$ cat src/rtl/vsync_gen_pkg.sv
// Shared types and constants for the frame-sync generator.
// The optional PHASE output is enabled by defining VSYNC_GEN_PHASE_EN.
package vsync_gen_pkg;

   typedef enum logic [1:0] {
      IDLE  = 2'd0,
      PULSE = 2'd1,
      BLANK = 2'd2
   } state_t;

   localparam int FRAME_CNT_W = 16;

endpackage : vsync_gen_pkg

$ cat src/rtl/vsync_gen_if.sv
// Control/status bundle between the frame-sync generator and its host.
// PHASE exists only when VSYNC_GEN_PHASE_EN is defined.
interface vsync_gen_if;
   import vsync_gen_pkg::*;

   logic                   EN;
   logic                   TRIG;
   logic                   V_SYNC;
   logic                   BUSY;
   logic                   FRAME_DONE;
   logic [FRAME_CNT_W-1:0] FRAME_CNT;
`ifdef VSYNC_GEN_PHASE_EN
   logic                   PHASE;
`endif

`ifdef VSYNC_GEN_PHASE_EN
   modport master (input EN, TRIG, output V_SYNC, BUSY, FRAME_DONE, FRAME_CNT, PHASE);
   modport slave  (output EN, TRIG, input V_SYNC, BUSY, FRAME_DONE, FRAME_CNT, PHASE);
`else
   modport master (input EN, TRIG, output V_SYNC, BUSY, FRAME_DONE, FRAME_CNT);
   modport slave  (output EN, TRIG, input V_SYNC, BUSY, FRAME_DONE, FRAME_CNT);
`endif

endinterface : vsync_gen_if

$ cat src/rtl/vsync_gen_frame_timer.sv
// Position counter within a frame; zero on the first V_SYNC-high cycle.
// Flags the last pulse cycle and the last frame cycle.
module frame_timer #(
   parameter int unsigned CNT_W   = 24,
   parameter int unsigned PERIOD  = 800000,
   parameter int unsigned PULSE_W = 16
) (
   input  logic clk,
   input  logic rst,
   input  logic i_clear,
   input  logic i_tick_en,
   output logic o_pulse_end,
   output logic o_frame_end
);

   logic [CNT_W-1:0] r_cnt;

   always_ff @(posedge clk or posedge rst) begin
      if (rst) begin
         r_cnt <= '0;
      end else if (i_clear) begin
         r_cnt <= '0;
      end else if (i_tick_en) begin
         r_cnt <= r_cnt + CNT_W'(1);
      end
   end

   assign o_pulse_end = (r_cnt == CNT_W'(PULSE_W - 1));
   assign o_frame_end = (r_cnt == CNT_W'(PERIOD - 1));

endmodule : frame_timer

$ cat src/rtl/vsync_gen.sv
// Frame-sync generator: PERIOD-cycle frames opening with a PULSE_W-cycle V_SYNC.
// Define VSYNC_GEN_PHASE_EN to add the PHASE (laser owner) output.
module vsync_gen
   import vsync_gen_pkg::*;
#(
   parameter int unsigned PERIOD  = 800000,
   parameter int unsigned PULSE_W = 16,
   parameter int unsigned CNT_W   = 24
) (
   input  logic        CLK,
   input  logic        RST,
   vsync_gen_if.master bus
);

   if ((PULSE_W < 1) || (PULSE_W >= PERIOD) || (64'(PERIOD) > (64'd1 << CNT_W))) begin : g_param_check
      $error("vsync_gen: require 1 <= PULSE_W < PERIOD <= 2**CNT_W");
   end

   state_t                 r_state;
   state_t                 w_state_next;
   logic                   w_frame_done;
   logic                   w_pulse_end;
   logic                   w_frame_end;
   logic                   r_v_sync;
   logic                   r_busy;
   logic [FRAME_CNT_W-1:0] r_frame_cnt;

   frame_timer #(
      .CNT_W   (CNT_W),
      .PERIOD  (PERIOD),
      .PULSE_W (PULSE_W)
   ) u_frame_timer (
      .clk         (CLK),
      .rst         (RST),
      .i_clear     ((r_state == IDLE) || w_frame_done),
      .i_tick_en   (r_state != IDLE),
      .o_pulse_end (w_pulse_end),
      .o_frame_end (w_frame_end)
   );

   always_ff @(posedge CLK or posedge RST) begin
      if (RST) begin
         r_state <= IDLE;
      end else begin
         r_state <= w_state_next;
      end
   end

   // EN is only consulted in IDLE and on the last frame cycle, so mid-frame changes are inert.
   always_comb begin
      w_state_next = r_state;
      w_frame_done = 1'b0;
      case (r_state)
         IDLE: begin
            if (bus.EN || bus.TRIG) begin
               w_state_next = PULSE;
            end
         end
         PULSE: begin
            if (w_pulse_end) begin
               w_state_next = BLANK;
            end
         end
         BLANK: begin
            if (w_frame_end) begin
               w_frame_done = 1'b1;
               w_state_next = bus.EN ? PULSE : IDLE;
            end
         end
         default: begin
            w_state_next = IDLE;
         end
      endcase
   end

   always_ff @(posedge CLK or posedge RST) begin
      if (RST) begin
         r_v_sync    <= 1'b0;
         r_busy      <= 1'b0;
         r_frame_cnt <= '0;
      end else begin
         r_v_sync <= (w_state_next == PULSE);
         r_busy   <= (w_state_next != IDLE);
         if (w_frame_done) begin
            r_frame_cnt <= r_frame_cnt + FRAME_CNT_W'(1);
         end
      end
   end

`ifdef VSYNC_GEN_PHASE_EN
   logic r_phase;

   always_ff @(posedge CLK or posedge RST) begin
      if (RST) begin
         r_phase <= 1'b0;
      end else if (w_frame_done) begin
         r_phase <= ~r_phase;
      end
   end

   assign bus.PHASE = r_phase;
`endif

   assign bus.V_SYNC     = r_v_sync;
   assign bus.BUSY       = r_busy;
   assign bus.FRAME_DONE = w_frame_done;
   assign bus.FRAME_CNT  = r_frame_cnt;

endmodule : vsync_gen
$ cat src/flat_wrapper.sv
// flat-port wrapper written by rule: the top's interface ports become plain ports
module vsync_gen_flat import vsync_gen_pkg::*;
#(
   parameter int unsigned PERIOD  = 800000,
   parameter int unsigned PULSE_W = 16,
   parameter int unsigned CNT_W   = 24
)
  (CLK, RST, bus_EN, bus_TRIG, bus_V_SYNC, bus_BUSY, bus_FRAME_DONE, bus_FRAME_CNT);
  vsync_gen_if bus_i ();
  input  logic CLK;
  input  logic RST;
  input wire logic [$bits(bus_i.EN)-1:0] bus_EN;
  input wire logic [$bits(bus_i.TRIG)-1:0] bus_TRIG;
  output wire logic [$bits(bus_i.V_SYNC)-1:0] bus_V_SYNC;
  output wire logic [$bits(bus_i.BUSY)-1:0] bus_BUSY;
  output wire logic [$bits(bus_i.FRAME_DONE)-1:0] bus_FRAME_DONE;
  output wire logic [$bits(bus_i.FRAME_CNT)-1:0] bus_FRAME_CNT;
  assign bus_i.EN = bus_EN;
  assign bus_i.TRIG = bus_TRIG;
  assign bus_V_SYNC = bus_i.V_SYNC;
  assign bus_BUSY = bus_i.BUSY;
  assign bus_FRAME_DONE = bus_i.FRAME_DONE;
  assign bus_FRAME_CNT = bus_i.FRAME_CNT;
  vsync_gen #(.PERIOD(PERIOD), .PULSE_W(PULSE_W), .CNT_W(CNT_W)) u_core (.CLK(CLK), .RST(RST), .bus(bus_i));
endmodule
$ cat config.mk
export PLATFORM = sky130hd
export DESIGN_NAME = vsync_gen_flat
export DESIGN_NICKNAME = d
export VERILOG_FILES = /design/src/rtl/vsync_gen_pkg.sv /design/src/rtl/vsync_gen_if.sv /design/src/rtl/vsync_gen_frame_timer.sv /design/src/rtl/vsync_gen.sv /design/src/flat_wrapper.sv
export SDC_FILE = /design/constraint.sdc
export NUM_CORES = 1
export LEC_CHECK = 0
export CAP_MARGIN = 0
export CORE_ASPECT_RATIO = 1.75
export CORE_MARGIN = 10
export CORE_UTILIZATION = 31
export DETAILED_ROUTE_END_ITERATION = 12
export PLACE_DENSITY_LB_ADDON = 0.08
export SYNTH_ARGS = -nofsm -noshare
export SYNTH_HDL_FRONTEND = slang
export SYNTH_SLANG_ARGS = --single-unit
export TNS_END_PERCENT = 30
$ cat constraint.sdc
create_clock -name CLK -period 2.7 [get_ports CLK]
set_input_delay 0.81 -clock CLK [delete_from_list [all_inputs] [get_ports CLK]]
set_output_delay 0.81 -clock CLK [all_outputs]
set_load 0.005 [all_outputs]
==> impl_metrics.toml <==
[run_status]
outcome = "completed"

[setup_path]
crit_start = "u_core.u_frame_timer.r_cnt[14]"
end_kind = "primary output"
crit_path_end = "bus_FRAME_DONE"
crit_chain = "nor4_4 > nand3_1 > or4_4 > inv_2 > buf_6"
slowest_stage = "or4_4"
critical_path_cell_count = 5
rr_startpoint = "u_core.u_frame_timer.r_cnt[0]"
slowest_delay_ns = 0.55
path_class = "reg2out"
crit_buf_inv = 2
regToRegEndpoint = "u_core.u_frame_timer.r_cnt[14]"
critPathRequiredTime_ns = 1.89
cpLargestDelayFamily = "simple AND/OR/NAND/NOR gates"
cp-start-kind = "register"
rrSetupSlack_ns = 0.40
arrival_ns = 1.89
cp_max_fo = 2
ff2ff_path_depth = 8

[final_layout]
seq_area_um2 = 1100
fillCellCount = 701
final_cell_area_um2 = 2880
post-route-util = 0.420
layout_common_cells = "44 x dfrtp_1, 33 x nor2_1, 32 x buf_4"
n_antenna_cell = 0
syn_to_final_growth_pct = 31.8
multi_input_area_um2 = 1010
drive_gt1_frac = 0.202
final_common_cell = "dfrtp_1"
layout.cells.non_filler = 356
nets = 278

[sta]
slew_violations = 0
whs_ns = 0.481
finalHoldViolations = 0
rsz0062_at_grt = "yes"
relSlewSlack = 0.792
timing.final.crit_period_ns = 2.70
fmax_ghz = 0.371
clock_skew_ns = 0.00443
post-route-period-util = 0.999
worstMarginPinSlew_ns = 0.312
setup_violations = 0

[synthesis]
synth_edf_count = 0
ys.flop_type = "dfrtp_1"
syn_nets = 221
yosysWarnings = 0
seq_area_frac_synth = 0.504
syn_area_um2 = 2190
async_reset_ff_frac = 1.00
syn_avg_cell_area_um2 = 10.2
synth.distinct_cells = 31
syn_inst = 215
ys_ff_latch = 44

[global_routing]
grt_max_degree = 45
grt_pass1_wl_um = 9100
first_global_vias = 1837
grt.overflow.total = 0
antenna_found_initial = 0
grt_usage = 0.105

[detailed_routing]
routed_wirelength_um = 5340
vias = 1703
dr.pass1.iters = 4
detail-route-antenna-nets = 0
drtIter0Drc = 42
avgViaCountPerCell = 4.78
drc = 0
wl_per_cell_um = 15.0

[clocking]
htreeDepth = 2
hold_buffers = 0
path_clk_slew_ns = 0.06
clock_path_buffers = 2
root_buffer = "clkbuf_16"
cts.sinks = 44
clk-insertion-delay-late_ns = 0.28
cts_buffers = 5
cts_tree = "yes"

[placed_design]
portBuffers = 22
dpl_cell_area_um2 = 2740
place_congestion = 0.756
place_inst = 349
dp_hpwl_um = 3910

[pwr]
power_switching_mw = 0.263
seqPwrFrac = 0.521
p_per_area_nw_per_um2 = 439
p_clk_frac = 0.462
ir_worst_vdd_mv = 0.354
combPwrFrac = 0.017
sw_frac_of_total = 0.208
p_leak_nw = 1.31
totalPowerFinal_mw = 1.27
p_int_mw = 1.00

[run]
drv_cap = 0

[die]
fp.dieW_um = 83.5
core_um2 = 6860
boundaryPins = 23
rows = 40
dieArea_um2 = 10900
initial_core_util = 0.319
die_h_um = 131

[min_path]
hold_path.class = "reg2reg"
[layer usage]
layer  part of all wire  global-route usage  wire length, um  vias to the layer above
met4              0.020              0.0504              107                        0
met1               0.37              0.0997             2000                      832
li1                   -                   -                -                      846
met2               0.57               0.201             3020                       20
met3              0.039              0.0328              208                        5
met5                  0                   0                0                        -
[logic make-up after synthesis]
| kind of cell | Yosys count | synth area share |
|---|---|---|
| compound gates | 7 | 0.0183 |
| xor+xnor | 37 | 0.148 |
| fa+ha+maj | 2 | 0.0114 |
| buf+inv | 13 | 0.0366 |
| flops | 44 | 0.504 |
| simple gates | 112 | 0.282 |
[cell usage after synthesis (3+ instances only)]
cell,n,area (um^2)
nor3_1,7,35.0
nor4_1,4,25.0
nor2b_1,3,18.8
nor2_1,33,124
and3_1,4,25.0
nand4_1,9,56.3
xor2_1,22,193
o21ai_0,3,15.0
nand3_1,16,80.1
dfrtp_1,44,1100
nor3_2,6,60.1
nor4_2,4,50.1
nand2_1,16,60.1
xnor2_1,15,131
buf_2,3,15.0
inv_1,7,26.3
[worst min-delay path by stage]
stage / startpoint / end / cells after the start
after floorplan: u_core.u_frame_timer.r_cnt[0] / u_core.u_frame_timer.r_cnt[0] / 1
after global placement: u_core.bus.FRAME_CNT[15] / u_core.bus.FRAME_CNT[15] / 1
after detailed placement: u_core.bus.FRAME_CNT[15] / u_core.bus.FRAME_CNT[15] / 1
after CTS: u_core.bus.FRAME_CNT[15] / u_core.bus.FRAME_CNT[15] / 1
after global routing: u_core.bus.FRAME_CNT[15] / u_core.bus.FRAME_CNT[15] / 1
final: u_core.bus.FRAME_CNT[15] / u_core.bus.FRAME_CNT[15] / 1
[state kept, by name, indices dropped and copies added (netlist names)]
signal / count
u_core.bus.V_SYNC: 1
u_core.u_frame_timer.r_cnt: 24
u_core.bus.FRAME_CNT: 16
u_core.bus.BUSY: 1
u_core.r_state: 2
[cell type report]
class                           instances  share of cell area
Tap cell                               84              0.0365
Clock inverter                          1             0.00174
Sequential cell                        44               0.382
Timing Repair Buffer                   56               0.174
Inverter                                7             0.00912
Clock buffer                            6              0.0447
Multi-Input combinational cell        158               0.352
[what timing repair did]
item,CTS,global route
gates resized for setup,7,0
endpoints found under the setup margin,1,1
buffers inserted,0,0
pin swaps,3,2
[per-stage QoR]
| step | setup TNS [ns] | setup WS (ns) |
|---|---|---|
| floorplan | 0 | 0.232 |
| global placement | -0.153 | -0.153 |
| detailed placement | -0.188 | -0.188 |
| CTS | -0.0111 | -0.0111 |
| global route | -0.0596 | -0.0596 |
| finish | 0 | 0.00367 |
[power groups by stage]
stage / registers [mW] / clock network (mW) / logic (mW)
floorplan: 0.671 / 0 / 0.0103
global placement: 0.671 / 0 / 0.0231
detailed placement: 0.671 / 0 / 0.0235
CTS: 0.659 / 0.605 / 0.0237
global route: 0.659 / 0.638 / 0.0257
finish: 0.659 / 0.585 / 0.0221
Power figures use the tool's default switching activity.
